[src/rtl/seq_arb_4in_burst_pkg.sv]
// -----------------------------------------------------------------------------
// seq_arb_4in_burst_pkg
// Shared definitions for the 4-input burst arbiter:
//   state_t       arbiter state (IDLE = no owner, BURST = owner locked)
//   NREQS         requester count
//   DATA_W        per-requester data width
//   CNT_W         width of the beat counter and burst limit (holds 1..16)
//   burst_limit() maps the 4-bit max_burst input to a beat limit (0 -> 16)
//   next_prio()   one-hot priority pointing just past a given requester
// -----------------------------------------------------------------------------
package seq_arb_4in_burst_pkg;

   localparam int NREQS  = 4;
   localparam int DATA_W = 8;
   localparam int CNT_W  = 5;

   typedef enum logic {
      IDLE  = 1'b0,
      BURST = 1'b1
   } state_t;

   function automatic logic [CNT_W-1:0] burst_limit(input logic [3:0] mb);
      return (mb == 4'd0) ? 5'd16 : {1'b0, mb};
   endfunction

   // Round-robin rotation: the requester after the finishing owner gets first look.
   function automatic logic [3:0] next_prio(input logic [1:0] id);
      logic [1:0] w_nxt;
      w_nxt = id + 2'd1;
      return 4'b0001 << w_nxt;
   endfunction

endpackage

[src/rtl/seq_arb_4in_burst_rr_pick.sv]
// -----------------------------------------------------------------------------
// rr_pick_4
// Purely combinational round-robin picker. Scans reqs upward starting at the
// position marked by the one-hot prio vector, wrapping 3 -> 0, and returns a
// one-hot grant of the first set request (all zero when no request is set).
// Ports:
//   reqs   [3:0] in   request vector
//   prio   [3:0] in   one-hot starting position
//   grant  [3:0] out  one-hot grant
// -----------------------------------------------------------------------------
module rr_pick_4 (
   input  logic [3:0] reqs,
   input  logic [3:0] prio,
   output logic [3:0] grant
);

   logic [1:0] w_start;
   logic [1:0] w_idx;
   logic       w_found;

   // A malformed prio (not one-hot) falls back to its lowest set bit.
   always_comb begin
      w_start = 2'd0;
      if (prio[0])      w_start = 2'd0;
      else if (prio[1]) w_start = 2'd1;
      else if (prio[2]) w_start = 2'd2;
      else if (prio[3]) w_start = 2'd3;
   end

   always_comb begin
      grant   = 4'b0000;
      w_found = 1'b0;
      w_idx   = 2'd0;
      for (int k = 0; k < 4; k++) begin
         w_idx = w_start + 2'(k);
         if (!w_found && reqs[w_idx]) begin
            grant[w_idx] = 1'b1;
            w_found      = 1'b1;
         end
      end
   end

endmodule

[src/rtl/seq_arb_4in_burst.sv]
// -----------------------------------------------------------------------------
// seq_arb_4in_burst
// Four-requester round-robin arbiter onto one shared valid/ready channel.
// A granted requester owns the channel until its last beat (in_last) or until
// the burst limit latched at grant time is reached. Arbitration in IDLE is
// zero-latency: the winner is presented in the same cycle it is chosen.
// Ports:
//   clk        in   rising-edge clock
//   reset_n    in   asynchronous active-low reset
//   max_burst  in   beats per grant, 0 means 16 (sampled at grant only)
//   in_val     in   per-requester valid
//   in_rdy     out  per-requester ready (only the selected one follows out_rdy)
//   in_data    in   requester i data at bits [8i+7:8i]
//   in_last    in   per-requester last-beat flag
//   out_val    out  shared-channel valid
//   out_rdy    in   shared-channel ready
//   out_data   out  shared-channel data
//   out_last   out  beat ends the grant (in_last or burst limit)
//   out_id     out  index of the current owner
// -----------------------------------------------------------------------------
module seq_arb_4in_burst
   import seq_arb_4in_burst_pkg::*;
#(
   parameter int NREQS  = seq_arb_4in_burst_pkg::NREQS,
   parameter int DATA_W = seq_arb_4in_burst_pkg::DATA_W
) (
   input  logic                      clk,
   input  logic                      reset_n,
   input  logic [3:0]                max_burst,
   input  logic [NREQS-1:0]          in_val,
   output logic [NREQS-1:0]          in_rdy,
   input  logic [NREQS*DATA_W-1:0]   in_data,
   input  logic [NREQS-1:0]          in_last,
   output logic                      out_val,
   input  logic                      out_rdy,
   output logic [DATA_W-1:0]         out_data,
   output logic                      out_last,
   output logic [1:0]                out_id
);

   state_t           r_state;
   logic [3:0]       r_prio;
   logic [1:0]       r_owner;
   logic [CNT_W-1:0] r_count;
   logic [CNT_W-1:0] r_limit;

   logic [3:0]        w_grant;
   logic [1:0]        w_pick_id;
   logic [1:0]        w_sel;
   logic              w_active;
   logic              w_fire;
   logic              w_term;
   logic [CNT_W-1:0]  w_cnt_cur;
   logic [CNT_W-1:0]  w_lim_cur;
   logic [DATA_W-1:0] w_sel_data;

   rr_pick_4 u_pick (
      .reqs  (in_val),
      .prio  (r_prio),
      .grant (w_grant)
   );

   always_comb begin
      w_pick_id = 2'd0;
      case (w_grant)
         4'b0010: w_pick_id = 2'd1;
         4'b0100: w_pick_id = 2'd2;
         4'b1000: w_pick_id = 2'd3;
         default: w_pick_id = 2'd0;
      endcase
   end

   // In IDLE the picker's winner is presented directly; count and limit are
   // what they will become on the grant, so a single-beat burst from IDLE is
   // recognised as terminal in the same cycle.
   always_comb begin
      w_sel      = (r_state == BURST) ? r_owner : w_pick_id;
      w_active   = reset_n && ((r_state == BURST) || (|in_val));
      w_cnt_cur  = (r_state == BURST) ? r_count : '0;
      w_lim_cur  = (r_state == BURST) ? r_limit : burst_limit(max_burst);
      w_sel_data = in_data[int'(w_sel)*DATA_W +: DATA_W];

      out_val    = w_active && in_val[w_sel];
      out_data   = w_active ? w_sel_data : '0;
      out_id     = w_active ? w_sel : 2'd0;
      in_rdy     = '0;
      if (w_active) in_rdy[w_sel] = out_rdy;

      w_term     = in_last[w_sel] || ((w_cnt_cur + 5'd1) == w_lim_cur);
      out_last   = out_val && w_term;
      w_fire     = out_val && out_rdy;
   end

   always_ff @(posedge clk or negedge reset_n) begin
      if (!reset_n) begin
         r_state <= IDLE;
         r_prio  <= 4'b0001;
         r_owner <= 2'd0;
         r_count <= '0;
         r_limit <= 5'd16;
      end else begin
         case (r_state)
            IDLE: begin
               if (|in_val) begin
                  r_owner <= w_sel;
                  r_limit <= w_lim_cur;
                  if (w_fire && w_term) begin
                     // Single-beat grant: stay idle, rotate priority.
                     r_prio  <= next_prio(w_sel);
                     r_count <= '0;
                  end else if (w_fire) begin
                     r_state <= BURST;
                     r_count <= 5'd1;
                  end else begin
                     // Lock the winner so its beat stays stable until taken.
                     r_state <= BURST;
                     r_count <= '0;
                  end
               end
            end
            BURST: begin
               if (w_fire) begin
                  if (w_term) begin
                     r_state <= IDLE;
                     r_prio  <= next_prio(r_owner);
                     r_count <= '0;
                  end else begin
                     r_count <= r_count + 5'd1;
                  end
               end
            end
            default: r_state <= IDLE;
         endcase
      end
   end

endmodule

[config.mk]
export PLATFORM = sky130hd
export DESIGN_NAME = seq_arb_4in_burst
export DESIGN_NICKNAME = d
export VERILOG_FILES = /design/src/rtl/seq_arb_4in_burst_pkg.sv /design/src/rtl/seq_arb_4in_burst_rr_pick.sv /design/src/rtl/seq_arb_4in_burst.sv
export SDC_FILE = /design/constraint.sdc
export NUM_CORES = 1
export LEC_CHECK = 0
export ABC_AREA = 1
export CELL_PAD_IN_SITES_DETAIL_PLACEMENT = 1
export CELL_PAD_IN_SITES_GLOBAL_PLACEMENT = 2
export CORE_UTILIZATION = 26
export DETAILED_ROUTE_END_ITERATION = 10
export GPL_TIMING_DRIVEN = 0
export HOLD_SLACK_MARGIN = 0.02
export PLACE_DENSITY_LB_ADDON = 0.1
export RECOVER_POWER = 25
export SLEW_MARGIN = 25
export SYNTH_ARGS = -nofsm -noshare
export SYNTH_HDL_FRONTEND = slang
export SYNTH_SLANG_ARGS = --single-unit
[constraint.sdc]
create_clock -name clk -period 5.7 [get_ports clk]
set_clock_uncertainty 0.15 [all_clocks]
set_input_delay 0.57 -clock clk [delete_from_list [all_inputs] [get_ports clk]]
set_output_delay 0.57 -clock clk [all_outputs]
set_load 0.03 [all_outputs]
# [Word level (Yosys, flattened, before mapping)]
# Index checks and enable logic that the tools add are counted.
[word_totals] register_bits=17 input_bits=47 out_inout_bits=16 wordCells=118
[op_classes] addsub=7 order_cmp=10 n_eq_ne=8 shifts=3 n_mux=57 bitwise_logic=5 n_reduce_logical=23
[op_table] op="$mux 4" count=9
[op_table] op="$shiftx 32x6->8" count=1
[op_table] op="$mux 5" count=6
[op_table] op="$mux 1" count=20
[op_table] op="$lt 2x3->1 const B" count=5
[op_table] op="$logic_and 1x1->1" count=13
[op_table] op="$bmux 1 s2" count=6
[op_table] op="$mux 2" count=6
[op_table] op="$or 4x4->4" count=3
[op_table] op="$add 5x1->5 const B" count=2
[op_table] op="$demux 1 s2" count=5
[op_table] op="$ge 2x1->1 const B" count=5
[op_table] op="$pmux 5 s2" count=1
[op_table] op="$mux 8" count=1
[op_table] op="$pmux 4 s2" count=1
[op_table] op="$shl 1x2->4 const A" count=2
[op_table] op="$add 2x1->2 const B" count=3
[op_table] op="$pmux 2 s3" count=1
[op_table] op="$eq 5x5->1" count=1
[op_table] op="$add 2x2->2 const B" count=2
[op_table] op="$and 4x4->4" count=1
[op_table] op="$eq 4x2->1 const B" count=1
[op_table] op="$eq 4x3->1 const B" count=1
[op_table] op="$eq 4x4->1 const B" count=1
[op_table] op="10 further kinds" count=16

# [Longest topological paths before layout]
[depth] ltp_word=27 mapped_depth=27 mapped_depth_nobuf=26

# [Hierarchy]
# A second synthesis with hierarchy kept.
[unflattened] hier_cells=316 area_unflattened_um2=2100.8
[by_module_without_submodules] mod="seq_arb_4in_burst" n_inst=1 cells_per_inst=235 area_per_inst_um2=1574.0 seq_area_each_um2=427.9
[by_module_without_submodules] mod="rr_pick_4" n_inst=1 cells_per_inst=81 area_per_inst_um2=526.8 seq_area_each_um2=0.0

# [Worst setup path before layout]
# OpenSTA, ideal clock, no wires.
[synth_timing] path_type="flip-flop to output port" from="reg r_prio[0]" to="out out_data[2]" t_arrival_ns=3.072 required_time_ns=4.980 path_slack_ns=1.908 path_stages_with_launch=22 path_buffers=1 path_cell_list="dfstp_2 > nor2_2 > nand2_2 > nand2_4 > inv_1 > ha_1 > inv_1 > nand2_1 > nand3b_4 > nand2_4 > nor2_8 > nand3_1 > nand3b_1 > nor2_1 > nand2_1 > nand3_2 > nand2_2 > buf_6 > inv_2 > nor2_2 > a22oi_1 > a21oi_1"
[synth_between] elab_chain_len=18
[synth_rtl] item="start: declaration" line_no="seq_arb_4in_burst.sv:42" rtl="logic [3:0] r_prio;"
[synth_rtl] item="start signal: assignment" line_no="seq_arb_4in_burst.sv:109" rtl="r_prio <= next_prio(w_sel);"
[synth_rtl] item="start signal: assignment" line_no="seq_arb_4in_burst.sv:125" rtl="r_prio <= next_prio(r_owner);"
[synth_rtl] item="$mux 2 *" line_no="seq_arb_4in_burst_rr_pick.sv:24" rtl="if (prio[0]) w_start = 2'd0;"
[synth_rtl] item="branches (longest 11 deep; another with $lt 2x3->1)"
[synth_rtl] item="$mux 4 *" line_no="seq_arb_4in_burst_rr_pick.sv:36" rtl="if (!w_found && reqs[w_idx]) begin"
[synth_rtl] item="$eq 4x4->1 (tied with other cells)" line_no="seq_arb_4in_burst.sv:65" rtl="case (w_grant)"
[synth_rtl] item="$pmux 2 s3 *" line_no="seq_arb_4in_burst.sv:65"
[synth_rtl] item="$mux 2 *" line_no="seq_arb_4in_burst.sv:77" rtl="w_sel = (r_state == BURST) ? r_owner : w_pick_id;"
[synth_rtl] item="$shiftx 32x6->8 *" line_no="seq_arb_4in_burst.sv:81" rtl="w_sel_data = in_data[int'(w_sel)*DATA_W +: DATA_W];"
[synth_rtl] item="$mux 8 *" line_no="seq_arb_4in_burst.sv:84" rtl="out_data = w_active ? w_sel_data : '0;"
[synth_rtl] item="end: declaration" line_no="seq_arb_4in_burst.sv:36" rtl="output logic [DATA_W-1:0] out_data,"
# Mark *: on every way between the ends. The select of a mux whose other input is x is not followed.

# [Worst setup path after layout]
[layout_timing] from="reg r_prio[1]" to="out out_data[4]"
[layout_between] elab_chain_len=19
[layout_rtl] item="$mux 2 *" line_no="seq_arb_4in_burst_rr_pick.sv:25" rtl="else if (prio[1]) w_start = 2'd1;"
[layout_rtl] item="$mux 2 *" line_no="seq_arb_4in_burst_rr_pick.sv:24"
[layout_rtl] item="branches (longest 11 deep; another with $lt 2x3->1)"
[layout_rtl] item="$mux 4 *" line_no="seq_arb_4in_burst_rr_pick.sv:36"
[layout_rtl] item="$eq 4x4->1 (tied with other cells)" line_no="seq_arb_4in_burst.sv:65"
[layout_rtl] item="$pmux 2 s3 *" line_no="seq_arb_4in_burst.sv:65"
[layout_rtl] item="$mux 2 *" line_no="seq_arb_4in_burst.sv:77"
[layout_rtl] item="$shiftx 32x6->8 *" line_no="seq_arb_4in_burst.sv:81"
[layout_rtl] item="$mux 8 *" line_no="seq_arb_4in_burst.sv:84"
# Marked as above.

==> impl_summary.log <==
INFO  metric synth_cells = slightly above 300
INFO  metric vias = around 2,200
INFO  metric critical_path_cell_by_cell = nor3_2, ha_1, inv_1, nand2_1, nand3b_4, nand2_4, nor2_8, nand3_1, nand3b_1, nor2_1, nand2_1, nand3_2, nand2_2, buf_6, inv_2, nor2_2, a22oi_1, a21oi_1, clkdlybuf4s50_1
INFO  metric io_count = 63
INFO  metric post_synth_instance_area = roughly 0.0019 mm2
INFO  metric tritoncts.num_buffers = 3
INFO  metric reg2reg_slack = 2.09 ns
INFO  metric status = finished clean
INFO  metric cts.sinks = 17
INFO  metric area_delta_synth_final = 41.0%
INFO  metric finalNetCount = ~430
INFO  metric cpMaxStageDelayCell = clkdlybuf4s50_1
INFO  metric timing.final.setup_violations = 0
INFO  metric cp-endpoint = out_data[4]
INFO  metric first_global_vias = between 2,000 and 2,500
INFO  metric port-buffer-count = between 60 and 70
INFO  metric fin_setup_tns = 0 ns
INFO  metric static-leakage-power = between 1 and 1.5 nW
INFO  metric report.final.hold_viol_count = 0
INFO  metric rows = 30
INFO  metric drt_first_iter_violations = 68
INFO  metric postCtsResizedCells = 0
INFO  metric routabilityCongestion = 0.772
INFO  metric synth_seq_cells = 17
INFO  metric drt-wirelength-per-cell = 13.6 um
INFO  metric critical-path-top-cell-by-count = nand2_1
INFO  metric timing.critical_path.from = r_prio[1]$_DFFE_PN0P_
INFO  metric num_antenna_cells = 0
INFO  metric place_area = between 0.002 and 0.003 mm2
INFO  metric grt_first_pass_wirelength = around 11 mm
INFO  metric power.density = roughly 470 mW/mm2
INFO  metric syn-mean-instance-area = approximately 6.3 um2
INFO  metric routed_via_density = ~4.7
INFO  metric power.ir.vdd_worst = roughly 180 uV
INFO  metric syn_nets = about 360
INFO  metric critical_register_to_register_path_startpoint = r_prio[1]$_DFFE_PN0P_
INFO  metric initial_core_util = 0.275
INFO  metric root_buffer = clkbuf_8
INFO  metric grtUsageTotal = 0.181
INFO  metric fmaxAchievable = between 0.15 and 0.2 GHz
INFO  metric grt_max_degree = 19
INFO  metric slew_headroom = 0.418
INFO  metric final-seq-area = 428 um2
INFO  metric period_needed = about 5.1 ns
INFO  metric maxCapViolCount = 0
INFO  metric post_route_cells_drive_above_1_share = 0.111
INFO  metric die_x = 88.0 um
INFO  metric layout_commonest_cell = nand2_1
INFO  metric path_max_fanout = 10
INFO  metric drt_wl_total = ~6.3 mm
INFO  metric floorplan.die_area = 0.00774 mm2
INFO  metric die_y = between 80 and 90 um
INFO  metric design_area = roughly 0.0027 mm2
INFO  metric tritoncts = built
INFO  metric final.fill_count = ~930
INFO  metric report.final.slew_viol_count = 0
INFO  metric worstRegToRegCells = 21
INFO  metric drt.antenna.violating_nets = 0
INFO  metric clk_transition_reported_paths = 0.07 ns
INFO  metric drt_pre_antenna_iters = 4
INFO  metric hold_start = r_limit[2]$_DFFE_PN0P_
INFO  metric crit_path_start_kind = register
INFO  metric htree_levels = 1
INFO  metric clk_latency = approximately 0.26 ns
INFO  metric crit_required = 4.98 ns
INFO  metric post_cts.repair.setup_buffers = 0
INFO  metric timing.critical_path.slowest_cell_delay = approximately 0.69 ns
INFO  metric endpoint_kind = output pin
INFO  metric yosys_warnings = 0
INFO  metric clockBufferDepth = 2
INFO  metric tightest_pin_transition = a little under 0.9 ns
INFO  metric period_share = 0.888
INFO  metric classification_of_the_worst_setup_path = register to output pin
INFO  metric number_of_synthesized_flops_with_an_enable_pin = 0
INFO  metric cts_hold_buffers = 0
INFO  metric synth_cell_type_count = 33
INFO  metric multiInputGateArea = ~0.0013 mm2
INFO  metric placeableCoreArea = ~0.007 mm2
INFO  metric place.detailed.hpwl = slightly above 5 mm
INFO  metric reg2reg_to = r_count[1]$_DFFE_PN0P_
INFO  metric asyncSetResetFlopFracSynth = 1.00
INFO  metric worst_ep_arrival_time = 4.34 ns
INFO  metric dominantRegCellSynth = dfrtp_1
INFO  metric unrepaired_setup_endpoints_after_global_routing = false
INFO  metric route.detailed.drc = 0
INFO  metric seq_area_frac_synth = 0.223
INFO  metric layout_common_cells = nand2_1 (88), clkdlybuf4s50_1 (61), nand3_1 (49)
INFO  metric hold_class = register to register
INFO  metric globalRoute.totalOverflow = 0
INFO  metric initial_antenna_violation_count = 0
[registers in the layout, summed over array words and instances, names as in the netlist]
signal,flops
r_limit,5
r_owner,2
r_prio,4
r_state,1
r_count,5
[synth_stat cells (2+ instances only)]
master    number  area (um2)
nand2_4        4        45.0
a21oi_1       16        80.1
dfstp_2        2        52.6
nor2_4         2        22.5
dfrtp_1       15         375
nand4_1        2        12.5
o21ai_0        9        45.0
nand3_1       49         245
a22oi_1        8        60.1
inv_1         32         120
xor2_1         5        43.8
inv_2          5        18.8
clkbuf_1       3        11.3
nor2_2         4        25.0
nand2_1       88         330
nor3_1         4        20.0
buf_6          2        22.5
nor2_1        21        78.8
nand3_2        6        60.1
ha_1           7        87.6
nand2_2        8        50.1
[routing by layer]
layer / GRT usage / vias to the layer above / share of wire
li1: - / 1132 / -
met1: 0.234 / 998 / 0.47
met2: 0.309 / 50 / 0.47
met3: 0.0500 / 4 / 0.059
met4: 0.0224 / 0 / 0.0039
met5: 0 / - / 0
[critical path: cells and delay by family, from the launching register on]
| family | cells | cell delay, ns |
|---|---|---|
| and+or+nand+nor | 12 | 2.01 |
| DFF | 1 | 0.46 |
| AOI/OAI and AO/OA | 2 | 0.34 |
| buffers and inverters | 4 | 0.94 |
| adders and majority gates | 1 | 0.31 |
[power by group]
part           internal (W)  switching (W)
clock network     0.0000487      0.0000463
logic              0.000352       0.000615
registers          0.000166      0.0000411
total              0.000566       0.000703
[cells by family (layout without fill, tap and decap cells)]
family | after synthesis | after routing | synth area share
AOI/OAI and AO/OA | 37 | 37 | 0.111
xor gates and xnor gates | 6 | 6 | 0.0273
adders and majority gates | 7 | 7 | 0.0456
buffers and inverters | 43 | 109 | 0.0918
DFF | 17 | 17 | 0.223
muxes | 1 | 1 | 0.00586
and+or+nand+nor | 193 | 193 | 0.496
[how the worst min path moves through the flow]
stage,endpoint,slack [ns],depth (start not counted)
after floorplan,r_count[0]$_DFFE_PN0P_,0.12,0
after global placement,r_limit[1]$_DFFE_PN0P_,0.31,2
after detailed placement,r_limit[1]$_DFFE_PN0P_,0.32,2
after CTS,r_limit[1]$_DFFE_PN0P_,0.34,2
after global routing,r_limit[4]$_DFFE_PN1P_,0.36,2
final,r_limit[2]$_DFFE_PN0P_,0.34,2
[final cells by class]
cell class                      count  area share
Clock buffer                        3      0.0152
Clock inverter                      1     0.00185
Timing Repair Buffer               62       0.229
Tap cell                           96      0.0443
Multi-Input combinational cell    244       0.486
Inverter                           38      0.0527
Buffer                              5      0.0125
Sequential cell                    17       0.158
[stage by stage]
step,std cells,setup slack (ns),hold WS (ns),total power [W],utilization
5_1_grt,466,0.238,0.363,0.00140,0.388
2_1_floorplan,304,1.91,0.124,0.000898,-
3_5_place_dp,462,0.881,0.324,0.00119,0.381
6_report,466,0.638,0.337,0.00127,0.388
4_1_cts,466,0.555,0.344,0.00129,0.388
3_3_place_gp,462,0.927,0.314,0.00117,0.381
No activity file was read; power rests on OpenSTA's default activity.
